$ cat config.mk
export PLATFORM = sky130hd
export DESIGN_NAME = spi_master
export DESIGN_NICKNAME = d
export VERILOG_FILES = /design/src/rtl/spi_pkg.sv /design/src/rtl/spi_tick_gen.sv /design/src/rtl/spi_master.sv
export SDC_FILE = /design/constraint.sdc
export NUM_CORES = 1
export LEC_CHECK = 0
export CAP_MARGIN = 20
export CORE_MARGIN = 2
export CORE_UTILIZATION = 56
export CTS_CLUSTER_SIZE = 20
export DETAILED_ROUTE_END_ITERATION = 10
export GPL_TIMING_DRIVEN = 0
export PLACE_DENSITY = 0.82
export SYNTH_ARGS = -nofsm -noshare
export SYNTH_HDL_FRONTEND = slang
export SYNTH_SLANG_ARGS = --single-unit
$ cat constraint.sdc
create_clock -name clk -period 2.7 [get_ports clk]
set_input_delay 0.54 -clock clk [delete_from_list [all_inputs] [get_ports clk]]
set_output_delay 0.54 -clock clk [all_outputs]
set_load 0.02 [all_outputs]
$ cat src/rtl/spi_pkg.sv
// Shared SPI definitions: FSM state encoding, default word/timing constants.
// Reused by the master and by peripheral-side shift register benches.
package spi_pkg;

   typedef enum logic [1:0] {
      ST_IDLE  = 2'd0,
      ST_SETUP = 2'd1,
      ST_HIGH  = 2'd2,
      ST_LOW   = 2'd3
   } spi_state_e;

   localparam int SPI_WIDTH       = 8;
   localparam int SPI_HALF_PERIOD = 4;

   // Counter width that still works when the count range collapses to one value.
   function automatic int cnt_width(input int n);
      return (n > 1) ? $clog2(n) : 1;
   endfunction

endpackage

$ cat src/rtl/spi_tick_gen.sv
// Half-period timer: loadable down-counter, tick high while the count is zero.
// Latency: tick HALF_PERIOD-1 cycles after load; no backpressure.
module spi_tick_gen
   import spi_pkg::*;
#(
   parameter int HALF_PERIOD = SPI_HALF_PERIOD
)(
   input  logic clk,
   input  logic rst_n,
   input  logic load,
   output logic tick
);

   localparam int            CW     = cnt_width(HALF_PERIOD);
   localparam logic [CW-1:0] RELOAD = CW'(HALF_PERIOD - 1);

   logic [CW-1:0] cnt_q, cnt_d;

   always_comb begin
      cnt_d = cnt_q;
      if (load) begin
         cnt_d = RELOAD;
      end else if (cnt_q != '0) begin
         cnt_d = cnt_q - CW'(1);
      end
   end

   always_ff @(posedge clk or negedge rst_n) begin
      if (!rst_n) begin
         cnt_q <= '0;
      end else begin
         cnt_q <= cnt_d;
      end
   end

   assign tick = (cnt_q == '0);

endmodule

$ cat src/rtl/spi_master.sv
// SPI mode-0 master: one WIDTH-bit full-duplex transfer per start, MSB first.
// Latency: cs_n low (2*WIDTH+1)*HALF_PERIOD cycles; start ignored while busy.
module spi_master
   import spi_pkg::*;
#(
   parameter int WIDTH       = SPI_WIDTH,
   parameter int HALF_PERIOD = SPI_HALF_PERIOD
)(
   input  logic             clk,
   input  logic             rst_n,
   input  logic             start,
   input  logic [WIDTH-1:0] txData,
   input  logic             miso,
   output logic             sclk,
   output logic             cs_n,
   output logic             mosi,
   output logic [WIDTH-1:0] rxData,
   output logic             busy,
   output logic             done
);

   localparam int            BW       = $clog2(WIDTH + 1);
   localparam logic [BW-1:0] LAST_BIT = BW'(WIDTH - 1);
   localparam logic [BW-1:0] ALL_BITS = BW'(WIDTH);

   spi_state_e       state_q, state_d;
   logic [WIDTH-1:0] tx_q, tx_d;
   logic [WIDTH-1:0] rx_shift_q, rx_shift_d;
   logic [WIDTH-1:0] rx_data_q, rx_data_d;
   logic [BW-1:0]    bit_cnt_q, bit_cnt_d;
   logic             sclk_q, sclk_d;
   logic             cs_n_q, cs_n_d;
   logic             mosi_q, mosi_d;
   logic             busy_q, busy_d;
   logic             done_q, done_d;
   logic             load;
   logic             tick;

   spi_tick_gen #(
      .HALF_PERIOD (HALF_PERIOD)
   ) u_tick_gen (
      .clk   (clk),
      .rst_n (rst_n),
      .load  (load),
      .tick  (tick)
   );

   always_comb begin
      state_d    = state_q;
      tx_d       = tx_q;
      rx_shift_d = rx_shift_q;
      rx_data_d  = rx_data_q;
      bit_cnt_d  = bit_cnt_q;
      sclk_d     = sclk_q;
      cs_n_d     = cs_n_q;
      mosi_d     = mosi_q;
      busy_d     = busy_q;
      done_d     = 1'b0;
      load       = 1'b0;
      case (state_q)
         ST_IDLE: begin
            if (start) begin
               state_d   = ST_SETUP;
               load      = 1'b1;
               tx_d      = txData;
               mosi_d    = txData[WIDTH-1];
               bit_cnt_d = '0;
               cs_n_d    = 1'b0;
               busy_d    = 1'b1;
               sclk_d    = 1'b0;
            end
         end
         ST_SETUP: begin
            if (tick) begin
               state_d    = ST_HIGH;
               load       = 1'b1;
               sclk_d     = 1'b1;
               rx_shift_d = (rx_shift_q << 1) | WIDTH'(miso);
            end
         end
         ST_HIGH: begin
            if (tick) begin
               state_d   = ST_LOW;
               load      = 1'b1;
               sclk_d    = 1'b0;
               bit_cnt_d = bit_cnt_q + BW'(1);
               // After the last bit mosi simply keeps its value through the hold phase.
               if (bit_cnt_q != LAST_BIT) begin
                  tx_d   = tx_q << 1;
                  mosi_d = tx_q[WIDTH-2];
               end
            end
         end
         ST_LOW: begin
            if (tick) begin
               load = 1'b1;
               if (bit_cnt_q == ALL_BITS) begin
                  state_d   = ST_IDLE;
                  cs_n_d    = 1'b1;
                  busy_d    = 1'b0;
                  done_d    = 1'b1;
                  rx_data_d = rx_shift_q;
               end else begin
                  state_d    = ST_HIGH;
                  sclk_d     = 1'b1;
                  rx_shift_d = (rx_shift_q << 1) | WIDTH'(miso);
               end
            end
         end
         default: state_d = ST_IDLE;
      endcase
   end

   always_ff @(posedge clk or negedge rst_n) begin
      if (!rst_n) begin
         state_q    <= ST_IDLE;
         tx_q       <= '0;
         rx_shift_q <= '0;
         rx_data_q  <= '0;
         bit_cnt_q  <= '0;
         sclk_q     <= 1'b0;
         cs_n_q     <= 1'b1;
         mosi_q     <= 1'b0;
         busy_q     <= 1'b0;
         done_q     <= 1'b0;
      end else begin
         state_q    <= state_d;
         tx_q       <= tx_d;
         rx_shift_q <= rx_shift_d;
         rx_data_q  <= rx_data_d;
         bit_cnt_q  <= bit_cnt_d;
         sclk_q     <= sclk_d;
         cs_n_q     <= cs_n_d;
         mosi_q     <= mosi_d;
         busy_q     <= busy_d;
         done_q     <= done_d;
      end
   end

   assign sclk   = sclk_q;
   assign cs_n   = cs_n_q;
   assign mosi   = mosi_q;
   assign busy   = busy_q;
   assign done   = done_q;
   assign rxData = rx_data_q;

endmodule

# == Yosys cells after proc, flatten, opt, wreduce, memory -nomap -nowiden ==
# Index checks and enable logic that the tools add are counted.
# word_totals
ff_bits,36
inputBits,12
out_inout_bits,13
# classes
addsub,2
eq_ne,12
n_mux,42
bitwise_logic,1
reduce_logical,15
# op_table
cell,count
$mux 8,3
$mux 7,3
$mux 1,18
$pmux 8 s2,1
$reduce_and 4->1,4
$mux 2,7
$ne 2x2->1 const B,7
$pmux 7 s2,1
$reduce_bool 2->1,5
$mux 4,2
$or 8x1->8,1
$pmux 1 s2,4
$pmux 2 s4,1
$pmux 4 s2,1
$reduce_and 3->1,2
$reduce_and 5->1,1
$add 4x1->4 const B,1
$eq 2x2->1 const B,2
$eq 4x4->1 const B,1
$logic_not 2->1,2
$ne 4x3->1 const B,1
$pmux 1 s4,1
$reduce_or 3->1,1
$eq 2x1->1 const B,1
$sub 2x1->2 const B,1

# == Logic depth before layout (Yosys ltp) ==
# Gate-level depths: netlist (run 1).
# logic_depth
ltp_word,4
ltp_mapped,6
depth_no_buf,5

# == Cells and area by module ==
# Synthesis (run 1) repeated with hierarchy kept, for this count alone.
# hier_totals
hier_cells,126
hier_area_um2,1611.5
# by_module_without_submodules
mod,n_inst,cells_per_inst,area_each_um2,seq_area_each_um2
spi_master,1,117,1514.0,852.1
spi_tick_gen,1,9,97.6,50.0

# == Least setup slack after synthesis (run 1) ==
# Ideal clock, no wire load.
# synth_timing
path_kind,reg2reg
startpoint,reg u_tick_gen.cnt_q[0]
endpoint,reg u_tick_gen.cnt_q[0]
setup_time_ps,123
arrival_ps,1495
setup_slack_ps,1082
path_stages_with_launch,7
n_path_buf,1
synth_period_minus_slack_ps,1618
path_cell_list,dfrtp_1 inv_1 ha_1 buf_2 or4b_2 nor2_1 a21oi_1
# synth_via
elab_chain_len,4
word_cells_on_any_way,8
cone_classes,add/sub: 1; mux: 4; reduce/logical: 3
# synth_rtl
element,line,source
start: declaration,spi_tick_gen.sv:17,"logic [CW-1:0] cnt_q, cnt_d;"
start signal: assignment,spi_tick_gen.sv:32,cnt_q <= cnt_d;
$logic_not 2->1,spi_tick_gen.sv:36,assign tick = (cnt_q == '0);
$mux 1,"spi_master.sv:74, spi_master.sv:82, spi_master.sv:95",
$pmux 1 s2,spi_master.sv:60,case (state_q)
$mux 2 or $reduce_bool 2->1 (tied branches),n/a,
# Parallel ways exist; a longest one is shown, timed or not. The select of a mux whose other input is x is not followed.
# A chain may end at the register's enable or synchronous reset.

# == Worst setup path in the final report (run 1) ==
# layout_timing
startpoint,reg cs_n_q (netlist: cs_n)
endpoint,out cs_n
# layout_lines
element,line,source
start: declaration,spi_master.sv:32,"logic cs_n_q, cs_n_d;"
start signal: assignment,spi_master.sv:133,cs_n_q <= cs_n_d;
end: declaration,spi_master.sv:15,"output logic cs_n,"
# No word-level cell between the ends.

==> reports/results.tsv, run 1 <==
stage	metric	value	unit
worst_setup_path	CP arrival	1.48	ns
hold_path	Hold Path Class	input port to async pin	
route	Routed Antenna Nets	0	
worst_setup_path	crit path kind	register to output pin	
synth	Synth Area in XOR/XNOR	0	%
route	DRC Markers	0	
timing	Final Skew	0.0114	ns
timing	RSZ-0062 raised after global routing	false	
timing	Tightest Pin Transition	0.771	ns
global_route	total gr overflow	0	
timing	fin crit share	74.8	%
global_route	vias in the first global route	1070	
finish	commonest non-fill, non-tap cell in the layout	dfrtp_1	
run	max cap viols	0	
die	num ports	25	
power_and_ir_drop	VDD IR max	860	µV
clock_tree	Root Driver	clkbuf_4	
worst_setup_path	Worst Path Required	2.16	ns
route	Starting DRT DRC Count	30	
synth	post-synthesis simple-gate area fraction	8.95	%
timing	post-route minimum period	2.02	ns
clock_tree	worst skew pair latency	0.34	ns
route	Vias/cell	5.54	
die	Starting Density	59.3	%
timing	fmax	495	MHz
worst_setup_path	worst-path fanout max	3	
die	die span in x	58.0	µm
global_route	largest net degree at the start of global routing	37	
finish	commonest non-fill, non-tap cells in the layout	dfrtp_1 (35), mux2_2 (30), clkdlybuf4s50_1 (23)	
synth	multiplexer area fraction after synthesis	22.5	%
route	drt pass-1 iters	4	
timing	Worst slew margin	48.6	%
synth	Mapped Cells	125	
worst_setup_path	slowest cell delay on critical path	0.60	ns
power_and_ir_drop	Pwr Density	1120	nW/µm²
timing	final setup violation count	0	
worst_setup_path	crit path buf inv count	1	
synth	area share of fa/ha/maj cells after synthesis	2.30	%
clock_tree	hold_buf cts	0	
clock_tree	post-CTS sizing	0	
placement	dpl hpwl	1870	µm
clock_tree	Clock transition at path regs	0.10	ns
global_route	global-route wire length before repair	4690	µm
finish	Area Overhead vs Synth	21.4	%
synth	part of the Yosys area used for sequential elements	55.2	%
finish	layout cells sized above 1	31.2	%
timing	setup TNS	0	ns
synth	Synth Area per Inst	13.1	µm²
clock_tree	Setup Buffers After CTS	0	
power_and_ir_drop	Leak	0.896	nW
synth	Synth Cell Area	1640	µm²
die	core area	2760	µm²
synth	Syn Nets	140	
status	status	finished, final reports clean	
die	FP Rows	19	
worst_setup_path	CP Capture Type	output pin	
die	die area	3370	µm²
synth	Compound-Gate Fraction of Synth Area	7.04	%
clock_tree	Max Root-Sink Buffers	2	
placement	port bufs	24	
finish	diode count	0	
worst_setup_path	critical path cell sequence	clkdlybuf4s50_1	
placement	Final Wtd Congestion	0.701	
timing	WHS	0.269	ns
route	Detailed Route WL	2620	µm
clock_tree	CTS sink count	36	
route	drt wl/cell	13.9	µm
worst_setup_path	slowest cell on the critical path	clkdlybuf4s50_1	
timing	Final Hold Violating Endpoints	0	
clock_tree	H-tree depth	2	
synth	yosys synthesis warning count	0	
worst_setup_path	Worst setup SP type	register	
route	routed vias	1041	
clock_tree	Inserted Clock Buffers	5	
global_route	gr usage total	18.8	%
synth	main combinational cell family by area after synthesis	multiplexers	
finish	nets	171	
worst_setup_path	critical path's top delay family	buffers and inverters	
die	Chip Height	58.0	µm
synth	Synth cell types	28	
synth	synthesis-stage register bit count	36	
clock_tree	CTS tree	built	
timing	Slew Limit Fails	0	
global_route	initial antenna violation count	0	
## cell usage after synthesis
cell type / number / share of area (%)
ha_1: 3 / 2.3
a21oi_4: 1 / 0.99
nor2_1: 5 / 1.1
nand3b_1: 2 / 0.92
dfstp_2: 1 / 1.6
nand4b_2: 1 / 0.92
buf_2: 2 / 0.61
clkbuf_1: 1 / 0.23
or3_1: 1 / 0.38
or3b_4: 1 / 0.69
a32o_1: 1 / 0.61
nand3_1: 2 / 0.61
buf_6: 2 / 1.4
nor2b_1: 2 / 0.76
o21ba_2: 1 / 0.61
nor2_4: 1 / 0.69
mux2i_1: 3 / 1.8
nor3b_1: 2 / 0.92
o22ai_1: 1 / 0.38
dfrtp_1: 35 / 54
o31ai_1: 1 / 0.46
nand2_1: 3 / 0.69
mux2_2: 30 / 21
o21ai_0: 6 / 1.8
or4b_2: 1 / 0.61
inv_1: 8 / 1.8
and4b_1: 1 / 0.61
a21oi_1: 7 / 2.1
## report_power, final
part / internal, W / switching, W / total, W
sequential: 0.000766 / 0.000140 / 0.000905
combinational: 0.000521 / 0.000436 / 0.000957
clock: 0.000194 / 0.000171 / 0.000365
total: 0.00148 / 0.000746 / 0.00223
## cells by family (layout without fill, tap and decap cells)
logic type                 Yosys count  count (layout)
and+or+nand+nor                     22              22
muxes                               33              33
buffers and inverters               13              45
AOI/OAI and AO/OA                   18              18
DFF                                 36              36
adders and majority gates            3               3
## metal layers
layer	track usage, %	wire [µm]	up-vias
met2	30.4	1290	19
met4	6.98	48	0
met3	6.70	125	5
met1	23.5	1150	510
li1	-	-	507
met5	0	0	-
## area by class of cell
| type | instances | area (µm²) |
|---|---|---|
| buffer | 5 | 36.3 |
| timing repair buffer | 24 | 235 |
| multi-input combinational | 76 | 667 |
| inverter | 8 | 30.0 |
| fill | 210 | 772 |
| clock inverter | 2 | 35.0 |
| sequential | 36 | 902 |
| tap | 31 | 38.8 |
| clock buffer | 6 | 41.3 |
## final timing paths
| kind | to | cells after the start | from | slack (ns) |
|---|---|---|---|---|
| max | cs_n | 1 | cs_n | 0.68 |
| min | bit_cnt_q[3] | 1 | rst_n | 0.27 |
| max reg2reg | u_tick_gen.cnt_q[1] | 6 | u_tick_gen.cnt_q[0] | 0.93 |
| min reg2reg | u_tick_gen.cnt_q[0] | 1 | u_tick_gen.cnt_q[0] | 0.47 |
| max in group asynchronous | rx_shift_q[1] | 1 | rst_n | 1.94 |
| min in group clk | u_tick_gen.cnt_q[0] | 1 | u_tick_gen.cnt_q[0] | 0.47 |
## metrics by stage
stage                     util (%)  power [W]  cells  instance area [µm²]  worst slack (ns)
after floorplan                  -    0.00161    125                 1640              1.08
after global placement        69.4    0.00184    180                 1910             0.359
after detailed placement      69.2    0.00188    180                 1910             0.440
after CTS                     72.0    0.00226    188                 1990             0.656
after global routing          72.0    0.00240    188                 1990             0.632
final                         72.0    0.00223    188                 1990             0.680
## state kept, by name, indices dropped and copies added (netlist names)
signal,flops
tx_q,7
done,1
state_q,2
u_tick_gen.cnt_q,2
busy,1
sclk,1
cs_n,1
rx_shift_q,8
rxData,8
mosi,1
bit_cnt_q,4
(Power assumes the default switching activity.)
==> run 2: changes to the inputs <==
CORE_UTILIZATION = 52   (was 56)
PLACE_DENSITY = 0.77   (was 0.82)
clock period = 1.94 ns   (was 2.7 ns; I/O delays follow)
==> run 2 against run 1 <==
Net effect: design area about the same; clock-buffer cell count unchanged; die area increased by 7.2%; total power increased by 36%; largest cell class unchanged.
==> reports/results.tsv, run 2 (synthesis gave the netlist of run 1 again) <==
stage	metric	value	unit	change
route	drt wl/cell	13.6	µm	was 13.9 µm
status	status	finished, final reports clean		unchanged
route	drt pass-1 iters	4		unchanged
die	FP Rows	20		was 19
timing	post-route minimum period	1.86	ns	
finish	post-route cell area	1990	µm²	about the same
timing	Tightest Pin Transition	0.765	ns	was 0.771 ns
timing	WHS	0.0997	ns	was 0.269 ns
timing	Worst slew margin	49.0	%	was 48.6%
finish	nets	171		unchanged
global_route	vias in the first global route	1017		was 1070
global_route	gr usage total	17.8	%	was 18.8%
die	die span in x	60.1	µm	was 58.0 µm
finish	Final Util	65.6	%	was 72.0%
worst_setup_path	slowest cell on the critical path	clkdlybuf4s50_1		unchanged
clock_tree	Setup Buffers After CTS	0		unchanged
clock_tree	CTS sink count	36		unchanged
global_route	initial antenna violation count	0		unchanged
power_and_ir_drop	VDD IR max	679	µV	was 860 µV
worst_setup_path	Worst Reg-to-Reg Cells	6		unchanged
worst_setup_path	reg2reg end	u_tick_gen.cnt_q[0]		was u_tick_gen.cnt_q[1]
worst_setup_path	Worst setup SP type	register		unchanged
timing	Final Hold Violating Endpoints	0		unchanged
run	max cap viols	0		unchanged
clock_tree	CTS tree	built		unchanged
worst_setup_path	R2R setup slack	0.10	ns	was 0.93 ns
die	num ports	25		unchanged
worst_setup_path	CP arrival	1.47	ns	was 1.48 ns
timing	Final Skew	0.0147	ns	was 0.0114 ns
timing	RSZ-0062 raised after global routing	false		unchanged
worst_setup_path	crit path launch	cs_n		unchanged
worst_setup_path	worst-path fanout max	3		unchanged
clock_tree	Max Root-Sink Buffers	2		unchanged
clock_tree	post-CTS sizing	0		unchanged
placement	Final Wtd Congestion	0.748		was 0.701
worst_setup_path	crit path buf inv count	1		unchanged
clock_tree	Clock transition at path regs	0.11	ns	was 0.10 ns
clock_tree	H-tree depth	2		unchanged
route	DRC Markers	0		unchanged
finish	commonest non-fill, non-tap cells in the layout	dfrtp_1 (35), mux2_2 (30), clkdlybuf4s50_1 (23)		unchanged
clock_tree	Root Driver	clkbuf_4		unchanged
clock_tree	hold_buf cts	0		unchanged
worst_setup_path	slowest cell delay on critical path	0.60	ns	about the same
global_route	largest net degree at the start of global routing	37		unchanged
die	Chip Height	60.1	µm	was 58.0 µm
placement	dpl hpwl	1920	µm	was 1870 µm
die	Starting Density	54.0	%	was 59.3%
timing	final setup violation count	0		unchanged
die	core area	3030	µm²	was 2760 µm²
finish	commonest non-fill, non-tap cell in the layout	dfrtp_1		unchanged
timing	fmax	537	MHz	
placement	post-placement cell count	193		was 180
route	Vias/cell	5.08		was 5.54
finish	layout cells sized above 1	31.8	%	was 31.2%
worst_setup_path	critical path cell sequence	clkdlybuf4s50_1		unchanged
die	die area	3610	µm²	was 3370 µm²
worst_setup_path	critical path's top delay family	buffers and inverters		unchanged
route	Routed Antenna Nets	0		unchanged
global_route	global-route wire length before repair	4570	µm	was 4690 µm
finish	Area Overhead vs Synth	21.5	%	was 21.4%
hold_path	Hold Path Class	input port to async pin		unchanged
global_route	total gr overflow	0		unchanged
placement	port bufs	24		unchanged
timing	Slew Limit Fails	0		unchanged
route	Detailed Route WL	2730	µm	was 2620 µm
placement	Placed Area	1930	µm²	was 1910 µm²
clock_tree	Inserted Clock Buffers	5		unchanged
power_and_ir_drop	Leak	0.892	nW	was 0.896 nW
finish	diode count	0		unchanged
route	Starting DRT DRC Count	21		was 30
worst_setup_path	Worst Path Required	1.55	ns	was 2.16 ns
clock_tree	worst skew pair latency	0.34	ns	about the same
timing	fin crit share	96.0	%	
route	routed vias	1022		was 1041
worst_setup_path	crit path kind	register to output pin		unchanged
worst_setup_path	CP Capture Type	output pin		unchanged
finish	non-filler cells, final	201		was 188
worst_setup_path	reg2reg start	u_tick_gen.cnt_q[0]		unchanged
power_and_ir_drop	Pwr Density	1520	nW/µm²	was 1120 nW/µm²
==> run 2: cell types whose count changed in the layout (fill, tap and decap cells not counted), sizes merged <==
cell / previous run / this run
bufinv: 1 / 0
clkinv: 1 / 2
==> run 2: worst max path at each step <==
stage,slack [ns],end,cells past startpoint
5_1_grt,0.02,cs_n,1
6_report,0.08,cs_n,1
3_5_place_dp,-0.19,tx_q[4],4
3_3_place_gp,-0.27,rx_shift_q[5],1
2_1_floorplan,0.32,u_tick_gen.cnt_q[0],6
4_1_cts,0.05,cs_n,1
==> run 2: per-layer routing <==
layer / up-vias / track usage, % / part of all wire (%)
met1: 490 / 22.0 / 45
met3: 6 / 6.06 / 4.1
met2: 23 / 28.1 / 49
li1: 503 / - / -
met4: 0 / 7.62 / 1.8
met5: - / 0 / 0
==> run 2: area by class of cell <==
class / instances / area, µm²
flip-flops and latches: 36 / 902
well taps: 44 / 55.1
multi-input cells: 76 / 667
repair buffers: 24 / 235
plain buffers: 5 / 36.3
clock buffers: 6 / 51.3
fillers: 241 / 1040
clock inverters: 2 / 10.0
inverters: 8 / 30.0
==> run 2: worst reg2reg max path: cells and delay by family, from the launching register on <==
| family | cells | cell delay [ns] |
|---|---|---|
| buf+inv | 2 | 0.29 |
| compound gates | 1 | 0.05 |
| fa+ha+maj | 1 | 0.20 |
| flops | 1 | 0.42 |
| simple gates | 2 | 0.77 |
==> run 2: stage by stage <==
stage | worst slack [ns] | TNS (ns) | total power (W)
3_3_place_gp | -0.266 | -10.36 | 0.00257
2_1_floorplan | 0.322 | 0 | 0.00224
5_1_grt | 0.0244 | 0 | 0.00325
3_5_place_dp | -0.187 | -1.27 | 0.00263
4_1_cts | 0.0492 | 0 | 0.00306
6_report | 0.0786 | 0 | 0.00302
==> run 2: power by group <==
group          internal [W]  leakage, nW  switching, W
Combinational      0.000729        0.400      0.000617
Clock              0.000172       0.0380      0.000241
Sequential          0.00107        0.454      0.000195
